**config.mk**
```make
export PLATFORM = sky130hd
export DESIGN_NAME = hazard_seq_flat
export DESIGN_NICKNAME = d
export VERILOG_FILES = /design/src/rtl/hazard_seq_pkg.sv /design/src/rtl/hazard_seq_if.sv /design/src/rtl/hazard_cmp.sv /design/src/rtl/hazard_seq.sv /design/src/flat_wrapper.sv
export SDC_FILE = /design/constraint.sdc
export NUM_CORES = 1
export LEC_CHECK = 0
export ABC_CLOCK_PERIOD_IN_PS = 2000
export CORE_AREA = 2 2 42 44
export CTS_CLUSTER_SIZE = 8
export DETAILED_ROUTE_END_ITERATION = 10
export DIE_AREA = 0 0 44 46
export GPL_TIMING_DRIVEN = 0
export PLACE_DENSITY_LB_ADDON = 0.3
export SYNTH_ARGS = -nofsm -noshare
export SYNTH_HDL_FRONTEND = slang
export SYNTH_HIERARCHICAL = 1
export SYNTH_SLANG_ARGS = --single-unit
export TNS_END_PERCENT = 20
```
**constraint.sdc**
```tcl
create_clock -name clk -period 2 [get_ports clk]
set_input_delay 0.4 -clock clk [delete_from_list [all_inputs] [get_ports clk]]
set_output_delay 0.4 -clock clk [all_outputs]
set_load 0.03 [all_outputs]
```
**src/rtl/hazard_seq_pkg.sv**
```systemverilog
// hazard_seq_pkg: shared state encoding and widths for the hazard sequencer.
package hazard_seq_pkg;
    typedef enum logic [1:0] {INIT = 2'd0, RUN = 2'd1, MEM_WAIT = 2'd2, FLUSH = 2'd3} seq_state_e;
    localparam int REG_ADDR_W_DEF = 3;
    localparam int CTRL_W = 23;
    localparam int CNT_W = 4;
endpackage

```
**src/rtl/hazard_seq_if.sv**
```systemverilog
// hazard_seq_if: pipeline <-> hazard sequencer signals; HAZARD_SEQ_PERF_EN adds perf counters.
interface hazard_seq_if import hazard_seq_pkg::*; #(parameter int REG_ADDR_W = REG_ADDR_W_DEF);
    logic ex_mem_read;
    logic [REG_ADDR_W-1:0] ex_rd, id_rs1, id_rs2;
    logic id_rs1_used, id_rs2_used, branch_taken, mem_req, mem_ack;
    logic pc_en, ifid_en, idex_en, exmem_en, flush_ifid, idex_bubble;
    logic [1:0] seq_state;
`ifdef HAZARD_SEQ_PERF_EN
    logic [15:0] stall_cnt, flush_cnt;
`endif
    modport master (
        output ex_mem_read, ex_rd, id_rs1, id_rs2, id_rs1_used, id_rs2_used, branch_taken, mem_req, mem_ack,
        input pc_en, ifid_en, idex_en, exmem_en, flush_ifid, idex_bubble, seq_state
`ifdef HAZARD_SEQ_PERF_EN
        , input stall_cnt, flush_cnt
`endif
    );
    modport slave (
        input ex_mem_read, ex_rd, id_rs1, id_rs2, id_rs1_used, id_rs2_used, branch_taken, mem_req, mem_ack,
        output pc_en, ifid_en, idex_en, exmem_en, flush_ifid, idex_bubble, seq_state
`ifdef HAZARD_SEQ_PERF_EN
        , output stall_cnt, flush_cnt
`endif
    );
endinterface

```
**src/rtl/hazard_cmp.sv**
```systemverilog
// hazard_cmp: combinational load-use hazard detect between EX load and ID sources.
module hazard_cmp import hazard_seq_pkg::*; #(parameter int REG_ADDR_W = REG_ADDR_W_DEF) (
    input  logic                  ex_mem_read_i,
    input  logic [REG_ADDR_W-1:0] ex_rd_i,
    input  logic [REG_ADDR_W-1:0] id_rs1_i,
    input  logic [REG_ADDR_W-1:0] id_rs2_i,
    input  logic                  id_rs1_used_i,
    input  logic                  id_rs2_used_i,
    output logic                  hit_o
);
    assign hit_o = ex_mem_read_i & ((id_rs1_used_i & (id_rs1_i == ex_rd_i)) |
                                    (id_rs2_used_i & (id_rs2_i == ex_rd_i)));
endmodule

```
**src/rtl/hazard_seq.sv**
```systemverilog
// hazard_seq: pipeline stall/flush sequencer (INIT/RUN/MEM_WAIT/FLUSH), Mealy outputs.
// Define HAZARD_SEQ_PERF_EN to add saturating stall_cnt/flush_cnt counters.
module hazard_seq import hazard_seq_pkg::*; #(
    parameter int REG_ADDR_W   = REG_ADDR_W_DEF,
    parameter int FLUSH_CYCLES = 2
) (
    input logic         clk,
    input logic         reset,
    hazard_seq_if.slave bus
);
    localparam logic [CNT_W-1:0] FC    = CNT_W'(FLUSH_CYCLES);
    localparam logic [CNT_W-1:0] FC_M1 = CNT_W'(FLUSH_CYCLES - 1);
    seq_state_e state_q, state_d;
    logic [CNT_W-1:0] cnt_q, cnt_d;
    logic pend_q, pend_d;
    logic [3:0] en;
    logic flush, bubble, accept, load_use, stall;
    hazard_cmp #(.REG_ADDR_W(REG_ADDR_W)) u_cmp (
        .ex_mem_read_i(bus.ex_mem_read),
        .ex_rd_i(bus.ex_rd),
        .id_rs1_i(bus.id_rs1),
        .id_rs2_i(bus.id_rs2),
        .id_rs1_used_i(bus.id_rs1_used),
        .id_rs2_used_i(bus.id_rs2_used),
        .hit_o(load_use)
    );
    assign stall = bus.mem_req & ~bus.mem_ack;
    // en = {pc, ifid, idex, exmem}
    always_comb begin
        state_d = state_q;
        cnt_d = cnt_q;
        pend_d = pend_q;
        en = 4'hF;
        flush = 1'b0;
        bubble = 1'b0;
        accept = 1'b0;
        case (state_q)
            INIT: begin
                en = 4'h0;
                flush = 1'b1;
                bubble = 1'b1;
                state_d = RUN;
            end
            RUN:
                if (stall) begin
                    en = 4'h0;
                    pend_d = bus.branch_taken;
                    state_d = MEM_WAIT;
                end else if (bus.branch_taken) begin
                    flush = 1'b1;
                    bubble = 1'b1;
                    accept = 1'b1;
                    cnt_d = FC_M1;
                    state_d = (FLUSH_CYCLES > 1) ? FLUSH : RUN;
                end else if (load_use) begin
                    en[3:2] = 2'b00;
                    bubble = 1'b1;
                end
            MEM_WAIT: begin
                pend_d = pend_q | bus.branch_taken;
                if (!bus.mem_ack) en = 4'h0;
                // deferred branch gets a full FLUSH_CYCLES window inside FLUSH
                else if (pend_d) begin
                    pend_d = 1'b0;
                    accept = 1'b1;
                    cnt_d = FC;
                    state_d = FLUSH;
                end else state_d = RUN;
            end
            FLUSH:
                if (stall) en = 4'h0;
                else begin
                    flush = 1'b1;
                    cnt_d = cnt_q - 4'd1;
                    state_d = (cnt_q <= 4'd1) ? RUN : FLUSH;
                end
        endcase
    end
    always_ff @(posedge clk or negedge reset)
        if (!reset) begin
            state_q <= INIT;
            cnt_q <= '0;
            pend_q <= 1'b0;
        end else begin
            state_q <= state_d;
            cnt_q <= cnt_d;
            pend_q <= pend_d;
        end
    assign {bus.pc_en, bus.ifid_en, bus.idex_en, bus.exmem_en} = en;
    assign bus.flush_ifid = flush;
    assign bus.idex_bubble = bubble;
    assign bus.seq_state = state_q;
`ifdef HAZARD_SEQ_PERF_EN
    logic [15:0] stall_cnt_q, flush_cnt_q;
    always_ff @(posedge clk or negedge reset)
        if (!reset) begin
            stall_cnt_q <= '0;
            flush_cnt_q <= '0;
        end else begin
            if (!en[3] && state_q != INIT && stall_cnt_q != 16'hFFFF) stall_cnt_q <= stall_cnt_q + 16'd1;
            if (accept && flush_cnt_q != 16'hFFFF) flush_cnt_q <= flush_cnt_q + 16'd1;
        end
    assign bus.stall_cnt = stall_cnt_q;
    assign bus.flush_cnt = flush_cnt_q;
`else
    logic unused_accept;
    assign unused_accept = accept;
`endif
endmodule

```
**src/flat_wrapper.sv**
```systemverilog
// flat-port wrapper written by rule: the top's interface ports become plain ports
module hazard_seq_flat import hazard_seq_pkg::*;
#(
    parameter int REG_ADDR_W   = REG_ADDR_W_DEF,
    parameter int FLUSH_CYCLES = 2
)
  (clk, reset, bus_ex_mem_read, bus_ex_rd, bus_id_rs1, bus_id_rs2, bus_id_rs1_used, bus_id_rs2_used, bus_branch_taken, bus_mem_req, bus_mem_ack, bus_pc_en, bus_ifid_en, bus_idex_en, bus_exmem_en, bus_flush_ifid, bus_idex_bubble, bus_seq_state);
  hazard_seq_if #(.REG_ADDR_W(REG_ADDR_W)) bus_i ();
  input logic clk;
  input logic reset;
  input wire logic [$bits(bus_i.ex_mem_read)-1:0] bus_ex_mem_read;
  input wire logic [$bits(bus_i.ex_rd)-1:0] bus_ex_rd;
  input wire logic [$bits(bus_i.id_rs1)-1:0] bus_id_rs1;
  input wire logic [$bits(bus_i.id_rs2)-1:0] bus_id_rs2;
  input wire logic [$bits(bus_i.id_rs1_used)-1:0] bus_id_rs1_used;
  input wire logic [$bits(bus_i.id_rs2_used)-1:0] bus_id_rs2_used;
  input wire logic [$bits(bus_i.branch_taken)-1:0] bus_branch_taken;
  input wire logic [$bits(bus_i.mem_req)-1:0] bus_mem_req;
  input wire logic [$bits(bus_i.mem_ack)-1:0] bus_mem_ack;
  output wire logic [$bits(bus_i.pc_en)-1:0] bus_pc_en;
  output wire logic [$bits(bus_i.ifid_en)-1:0] bus_ifid_en;
  output wire logic [$bits(bus_i.idex_en)-1:0] bus_idex_en;
  output wire logic [$bits(bus_i.exmem_en)-1:0] bus_exmem_en;
  output wire logic [$bits(bus_i.flush_ifid)-1:0] bus_flush_ifid;
  output wire logic [$bits(bus_i.idex_bubble)-1:0] bus_idex_bubble;
  output wire logic [$bits(bus_i.seq_state)-1:0] bus_seq_state;
  assign bus_i.ex_mem_read = bus_ex_mem_read;
  assign bus_i.ex_rd = bus_ex_rd;
  assign bus_i.id_rs1 = bus_id_rs1;
  assign bus_i.id_rs2 = bus_id_rs2;
  assign bus_i.id_rs1_used = bus_id_rs1_used;
  assign bus_i.id_rs2_used = bus_id_rs2_used;
  assign bus_i.branch_taken = bus_branch_taken;
  assign bus_i.mem_req = bus_mem_req;
  assign bus_i.mem_ack = bus_mem_ack;
  assign bus_pc_en = bus_i.pc_en;
  assign bus_ifid_en = bus_i.ifid_en;
  assign bus_idex_en = bus_i.idex_en;
  assign bus_exmem_en = bus_i.exmem_en;
  assign bus_flush_ifid = bus_i.flush_ifid;
  assign bus_idex_bubble = bus_i.idex_bubble;
  assign bus_seq_state = bus_i.seq_state;
  hazard_seq #(.REG_ADDR_W(REG_ADDR_W), .FLUSH_CYCLES(FLUSH_CYCLES)) u_core (.clk(clk), .reset(reset), .bus(bus_i));
endmodule
```
# Yosys cells after proc, flatten, opt, wreduce, memory -nomap -nowiden
# Cells that the tools add are included.
[word_totals]
input_bits = 17
output_inout_bits = 8
word_cells = 61
rom_bits = 0
mem_bits_rw = 0
ff_bits = 7
latchBits = 0
n_memories = 0
[classes]
n_lt_le_gt_ge = 1
n_eq_ne = 12
reduce_logical = 6
bitwise = 7
mux = 31
n_addsub = 1
shifts = 0
multipliers = 0
div_mod_pow = 0
[op_table]
columns = ["operator", "count"]
rows = [
  ["4-bit 2-to-1 mux", 7],
  ["2-bit 2-to-1 mux", 10],
  ["4-bit case mux with 4 select lines", 1],
  ["4-bit case mux with 3 select lines", 1],
  ["1-bit 2-to-1 mux", 8],
  ["2-bit != test (second input constant)", 4],
  ["2-bit case mux with 4 select lines", 1],
  ["3-bit equality test", 2],
  ["6-bit AND reduction", 1],
  ["1-bit AND", 4],
  ["2-bit equality test (second input constant)", 2],
  ["4-bit by 1-bit less-or-equal comparator with 1-bit output (second input constant)", 1],
  ["2-bit by 1-bit != test with 1-bit output (second input constant)", 2],
  ["1-bit case mux with 2 select lines", 2],
  ["4-bit by 1-bit subtractor with 4-bit output (second input constant)", 1],
  ["3-bit by 2-bit != test with 1-bit output (second input constant)", 1],
  ["1-bit case mux with 3 select lines", 1],
  ["3-bit AND reduction", 1],
  ["3-bit nonzero test", 1],
  ["2-bit by 1-bit equality test with 1-bit output (second input constant)", 1],
  ["2-bit zero test", 1],
  ["1-bit OR", 2],
  ["2-bit AND reduction", 1],
  ["2-bit nonzero test", 1],
  ["1-bit inverter", 1],
]

# Longest topological paths before layout
# Gate-level depths: netlist of run 1.
[logic_depth]
word_depth = 8
mapped_depth = 7
depth_no_buf = 6

# By module
# Netlist of run 1, hierarchy kept.
[by_module_without_submodules]
columns = ["module", "n_inst", "area_per_inst_um2", "cells_per_inst"]
rows = [
  ["hazard_seq", 1, 506.7, 68],
  ["hazard_cmp", 1, 72.6, 9],
]

# Least setup slack after synthesis of run 1
# OpenSTA, ideal clock, no wires.
[synth_timing]
kind = "flip-flop to output port"
start = "register u_core.state_q[0] (netlist: u_core/bus.seq_state[0])"
end = "output bus_pc_en"
setup_slack_ps = -225
n_path_buf = 2
t_arrival_ps = 1825
path_stages_with_launch = 5
path_cell_list = "dfrtp_1 > clkbuf_1 > o21ai_0 > a21oi_1 > buf_4"
[synth_via]
elab_chain_len = 2
word_cells_on_any_way = 5
[synth_lines]
columns = ["item", "line", "source"]
rows = [
  ["from (decl)", "hazard_seq.sv:13", "seq_state_e state_q, state_d;"],
  ["from (signal assigned)", "hazard_seq.sv:85", "state_q <= state_d;"],
  ["2-bit equality test, or another cell as far along", "hazard_seq.sv:37", "case (state_q)"],
  ["4-bit case mux with 4 select lines *", "hazard_seq.sv:37", ""],
  ["to (decl)", "flat_wrapper.sv:20", "output wire logic [$bits(bus_i.pc_en)-1:0] bus_pc_en;"],
]
# Every way passes the cells marked *; elsewhere a longest branch is shown, timed or not.

# Worst setup path in the final report of run 1
[layout_timing]
start = "input bus_id_rs1[1]"
end = "output bus_ifid_en"
[layout_via]
elab_chain_len = 8
[layout_lines]
columns = ["item", "line", "source"]
rows = [
  ["from (decl)", "flat_wrapper.sv:13", "input wire logic [$bits(bus_i.id_rs1)-1:0] bus_id_rs1;"],
  ["3-bit equality test", "hazard_cmp.sv:11", "assign hit_o = ex_mem_read_i & ((id_rs1_used_i & (id_rs1_i == ex_rd_i)) |"],
  ["1-bit AND", "hazard_cmp.sv:11", ""],
  ["1-bit OR", "hazard_cmp.sv:11", ""],
  ["1-bit AND", "hazard_cmp.sv:11", ""],
  ["named net u_core.load_use", "hazard_seq.sv:17", "logic flush, bubble, accept, load_use, stall;"],
  ["2-bit 2-to-1 mux", "hazard_seq.sv:55", "end else if (load_use) begin"],
  ["2-bit 2-to-1 mux", "hazard_seq.sv:49", "end else if (bus.branch_taken) begin"],
  ["2-bit 2-to-1 mux", "hazard_seq.sv:45", "if (stall) begin"],
  ["4-bit case mux with 4 select lines", "hazard_seq.sv:37", ""],
  ["to (decl)", "flat_wrapper.sv:21", "output wire logic [$bits(bus_i.ifid_en)-1:0] bus_ifid_en;"],
]
# The timed path passes the listed nets, and every way through them passes these cells.

==> results of run 1 <==
==> area by class of cell <==
type                            count  area (µm²)  share of cell area, %
Inverter                            6        22.5                   2.66
Buffer                              4        27.5                   3.25
Clock buffer                        4        26.3                   3.10
Tap cell                           17        21.3                   2.51
Multi-Input combinational cell     59         375                   44.3
Timing Repair Buffer               23         199                   23.5
Sequential cell                     7         175                   20.7
==> logic make-up (layout without fill, tap and decap cells) <==
group,Yosys count,in the layout,share of synthesized area [%]
AND/OR/NAND/NOR,25,25,21.2
adder cells (fa/ha/maj),2,2,4.32
AO/OA/AOI/OAI,26,26,26.6
buffers and inverters,11,37,8.64
flip-flops,7,7,30.2
XOR/XNOR,6,6,9.07
==> where the power goes <==
| group | switching, mW | internal [mW] | leakage (nW) |
|---|---|---|---|
| sequential | 0.0511 | 0.197 | 0.0816 |
| combinational | 0.272 | 0.210 | 0.291 |
| clock | 0.0536 | 0.0762 | 0.0150 |
==> cells in the mapped netlist (2+ instances only) <==
cell type	instances
nor2b_1	2
xnor2_1	6
ha_1	2
nand2_1	6
a21oi_1	10
dfrtp_1	7
inv_1	6
clkbuf_1	2
buf_4	2
o21ai_0	7
nor2_1	7
nand4_1	3
==> flip-flops by register name (all words and copies together) (netlist names) <==
| register | cells |
|---|---|
| u_core/bus.seq_state | 2 |
| u_core/pend_q | 1 |
| u_core/cnt_q | 4 |
==> timing repair <==
item | in CTS | in global routing
cloned | 0 | 0
endpoints found under the hold margin | 0 | 0
setup endpoints to repair | 6 | 5
pin swaps | 11 | 10
resized for setup | 46 | 19
==> metal layers <==
metal | vias up | part of all wire (%) | global-route usage [%]
met1 | 308 | 42 | 20.5
met3 | 2 | 2.8 | 1.19
met2 | 14 | 54 | 27.4
met5 | - | 0 | 0
met4 | 0 | 1.2 | 9.09
li1 | 321 | - | -
==> per-stage QoR <==
| step | hold slack, ns | worst slack, ns | instance area (µm²) |
|---|---|---|---|
| finish | 0.407 | 0.0849 | 847 |
| global route | 0.428 | -0.0331 | 847 |
| CTS | 0.419 | 0.00153 | 848 |
| detailed placement | 0.511 | -0.783 | 837 |
| global placement | 0.494 | -0.782 | 837 |
| floorplan | 0.104 | -0.0284 | 586 |
==> worst max-delay path, stage by stage <==
cell	delay (ns)
dlygate4sd2_1	0.24
xnor2_1	0.14
nand4_1	0.13
a21boi_2	0.18
inv_1	0.07
o21ai_2	0.12
a21oi_2	0.09
buf_6	0.15
==> final timing paths <==
kind | startpoint | to | slack [ns] | cells after the start
hold / removal | reset | u_core/bus.seq_state[0] | 0.41 | 1
hold reg to reg | u_core/cnt_q[1] | u_core/cnt_q[1] | 0.52 | 2
setup reg to reg | u_core/bus.seq_state[0] | u_core/cnt_q[3] | 0.39 | 4
max in group asynchronous | reset | u_core/pend_q | 1.36 | 1
setup / recovery | bus_id_rs1[1] | bus_ifid_en | 0.08 | 8
min in group clk | bus_mem_ack | u_core/bus.seq_state[0] | 0.51 | 2
==> impl_metrics.toml, run 1 <==
[timing]
finalHoldViolCount = 0
final.min_clock_period_ns = 1.92
min_period_over_period_pct = 95.8
worstMarginPinSlew_ns = 0.312
rsz0062_at_grt = "yes"
tns_ns = 0
fin_skew_ns = 0.000258
relSlewSlack_pct = 79.2
max_freq_mhz = 522
slew_viol_final = 0
setup_viol = 0

[global_route]
grt_pass1_vias = 581
grt_antenna_before_repair = 0
grt_max_degree = 11
grt_first_pass_wirelength_um = 2440
grt_remaining_overflow = 0
grtUsageTotal_pct = 16.3

[synthesis]
yosys.area.top_type = "dfrtp_1"
synth_nets = 96
yosys_warnings = 6
netlist_area_um2 = 579
synth.avg_cell_area_um2 = 7.52
synthArstFlopShare_pct = 100
ys_seq_area_share_pct = 30.2
yosysUniqueCellTypes = 29
ys_ff_latch = 7
synth_flop_cell = "dfrtp_1"
synth_area_leaders = "dfrtp_1 30%, xnor2_1 9.1%, a21oi_1 8.6%, o21ai_0 6.0%, nor2_1 4.5%"
synth_top_area_share_pct = 30.2
netlist_instances = 77
synth-edff-count = 0

[job]
maxCapViolCount = 0

[clocking]
clk_pin_slew_worst_paths_ns = 0.05
cts-root-buf = "clkbuf_4"
holdBufCountCts = 0
cts_buffers = 3
cts_sinks = 7
cts_buffer_depth = 2
insertion_delay_ns = 0.25
htreeDepth = 1
postCtsSetupRepairBufs = 0
cts_tree = "built"

[worst_setup_path]
path_class = "input pin to output port"
cp-start-kind = "input pin"
crit_path_end_kind = "output port"
required_ns = 1.60
worstPathMaxFanout = 2
cp.arrival_ns = 1.52

[final_layout]
diodes = 0
layout.nets = 123
layout_common_cells = "9 x a21oi_1, 7 x dlygate4sd2_1, 7 x dfrtp_1"
final_util_pct = 52.5
final_cells = 120
drive_gt1_share_pct = 21.4
layout_commonest_cell = "a21oi_1"
fillers = 173
syn_to_final_growth_pct = 46.2

[detailed_routing]
wl_per_cell_um = 12.1
dr_total_vias = 645
drc_errors = 0
firstDrtPassIters = 4
routed_wirelength_um = 1450
ant_nets = 0
viasPerCell = 5.38
drt_iter0_markers = 20

[floorplanning]
io_pins = 25
die_h_um = 46
die_area_um2 = 2020
die_w_um = 44
core_region_area_um2 = 1610
start_util_pct = 35.9
rows = 15

[place]
numPortBuffers = 23
place_inst = 117
dp_hpwl_um = 1090
gp_congestion = 0.816

[run_status]
status = "finished clean"

[power]
peakVddDrop_uv = 350
total_power_mw = 0.860
leakagePower_nw = 0.388
p_per_area_nw_per_um2 = 1010

[min_path]
hp-class = "input pin to asynchronous set/reset pin"
(Power assumes the default switching activity.)
==> run 2, diff against run 1 <==
Settings changed: CORE_AREA 2 2 42 44 to 2 2 39 41, DIE_AREA 0 0 44 46 to 0 0 41 43, DONT_BUFFER_PORTS set to 1.
==> run 2 against run 1 <==
  * First-iteration DRC count up 60%
  * Non-clock buffer count is 21 lower
  * Maximum frequency decreased by 2.1%
  * Flip-flop and latch count did not move
  * Largest cell class unchanged
  * Final cell count fell by 18%
  * Utilization decreased by 3.1 points
  * Largest power group unchanged
  * Total power shrank 5.2%
  * Combinational power fell by 15%
  * Via count shrank 14%
  * Worst setup slack worse by 0.040 ns
==> impl_metrics.toml, run 2 (same netlist as run 1, synthesis figures left out) <==
[run_status]
status = "finished clean"

[timing]
fin_skew_ns = 0.00346
relSlewSlack_pct = 73.8
rsz0062_at_grt = "no"
min_period_over_period_pct = 97.8
max_freq_mhz = 511
slew_viol_final = 0
final.min_clock_period_ns = 1.96
finalHoldViolCount = 0
setup_viol = 0
worstMarginPinSlew_ns = 0.393

[detailed_routing]
routed_wirelength_um = 1250
viasPerCell = 5.66
wl_per_cell_um = 12.8
ant_nets = 0
drt_iter0_markers = 32
firstDrtPassIters = 4
dr_total_vias = 555
drc_errors = 0

[worst_setup_path]
reg2reg_slack_ns = 0.33
path_class = "flip-flop to output port"
path_buf_inv = 3
crit_chain = "buf_4 > inv_1 > a21oi_4 > buf_6"
required_ns = 1.60
crit_family = "buffers and inverters"
worstPathMaxFanout = 10
cp_slowest_cell = "dfrtp_2"
cp-start-kind = "flip-flop"
critPathMaxStageDelay_ns = 0.49
crit_path_end_kind = "output port"
cp.arrival_ns = 1.56

[final_layout]
syn_to_final_growth_pct = 17.9
final_util_pct = 49.4
drive_gt1_share_pct = 18.3
diodes = 0
largest-register = "u_core/cnt_q"
fin_area_um2 = 683
largest_register_ffs = 4
multiInputGateArea_um2 = 380
final_cells = 98
layout.area.seq_um2 = 178
layout.nets = 102
layout_commonest_cell = "a21oi_1"
fillers = 126

[global_route]
grt_remaining_overflow = 0
grt_first_pass_wirelength_um = 1980
grt_max_degree = 11
use_met3_pct = 2.09
grt_pass1_vias = 499
grtUsageTotal_pct = 16.1
gr-usage-met2_pct = 25.0
global_route.usage.met1_pct = 19.9
busiest_layer = "met2"
grt_antenna_before_repair = 0

[clocking]
cts_sinks = 7
cts_buffers = 3
clk_pin_slew_worst_paths_ns = 0.06
cts_tree = "built"
htreeDepth = 1
cts_buffer_depth = 2
cts-root-buf = "clkbuf_4"
insertion_delay_ns = 0.25

[floorplanning]
start_util_pct = 41.9
io_pins = 25
die_area_um2 = 1760
rows = 14
die_h_um = 43
die_w_um = 41
core_region_area_um2 = 1380

[place]
numPortBuffers = 0
dp_hpwl_um = 892
gp_congestion = 0.709
place_inst = 93
placed_area_um2 = 606

[power]
total_power_mw = 0.815
p_per_area_nw_per_um2 = 1190
leakagePower_nw = 0.290
peakVddDrop_uv = 324

[min_path]
hp-class = "input pin to flip-flop"

[job]
maxCapViolCount = 0
## run 2: cell types whose count changed in the layout (fill, tap and decap cells not counted), moves of 2 or more
cell             delta
clkbuf_2            -3
dlygate4sd2_1       -7
dfrtp_2             +2
clkdlybuf4s50_1     -4
a21oi_1             -2
clkbuf_4            -2
dfrtp_1             -2
clkdlybuf4s15_1     -4
## run 2: power breakdown
| part | switching [mW] | internal (mW) |
|---|---|---|
| registers | 0.0744 | 0.198 |
| clock network | 0.0555 | 0.0764 |
| logic | 0.242 | 0.169 |
| total | 0.372 | 0.443 |
## run 2: area by class of cell
| class | count | area share (%) |
|---|---|---|
| well taps | 16 | 2.93 |
| multi-input cells | 59 | 55.7 |
| clock buffers | 4 | 3.85 |
| repair buffers | 1 | 1.47 |
| flip-flops and latches | 7 | 26.0 |
| inverters | 6 | 3.30 |
| plain buffers | 5 | 6.78 |
## run 2: per-layer routing
| metal | vias up | part of all wire [%] |
|---|---|---|
| met4 | 0 | 1.1 |
| met3 | 2 | 7.3 |
| met2 | 29 | 53 |
| li1 | 277 | - |
| met1 | 247 | 39 |
| met5 | - | 0 |
## run 2: worst register-to-register path: cells and delay by family (launching register included)
family                 cells  cell delay, ns
and+or+nand+nor            2            0.60
DFF                        1            0.52
AOI/OAI and AO/OA          1            0.35
buffers and inverters      1            0.13
## run 2: worst paths after layout
| kind | start | endpoint | cells after the start |
|---|---|---|---|
| max | u_core/bus.seq_state[1] | bus_pc_en | 4 |
| max in group asynchronous | reset | u_core/bus.seq_state[1] | 1 |
| min reg2reg | u_core/cnt_q[1] | u_core/cnt_q[1] | 2 |
| min in group asynchronous | reset | u_core/bus.seq_state[0] | 1 |
| min | bus_mem_req | u_core/bus.seq_state[0] | 2 |
| max reg2reg | u_core/bus.seq_state[0] | u_core/cnt_q[3] | 4 |
## run 2: through the flow
stage	hold slack, ns	TNS, ns	setup WS [ns]
2_1_floorplan	0.104	-0.0284	-0.0284
3_3_place_gp	0.105	-0.395	-0.213
3_5_place_dp	0.105	-0.340	-0.201
4_1_cts	0.366	0	0.000196
5_1_grt	0.390	0	0.00685
6_report	0.369	0	0.0447
## run 2: what timing repair did
item,CTS,global route
hold buffers,1,0
pin swaps,1,1
setup endpoints to repair,6,3
buffers inserted,0,0
resized for setup,12,3
endpoints found under the hold margin,7,0
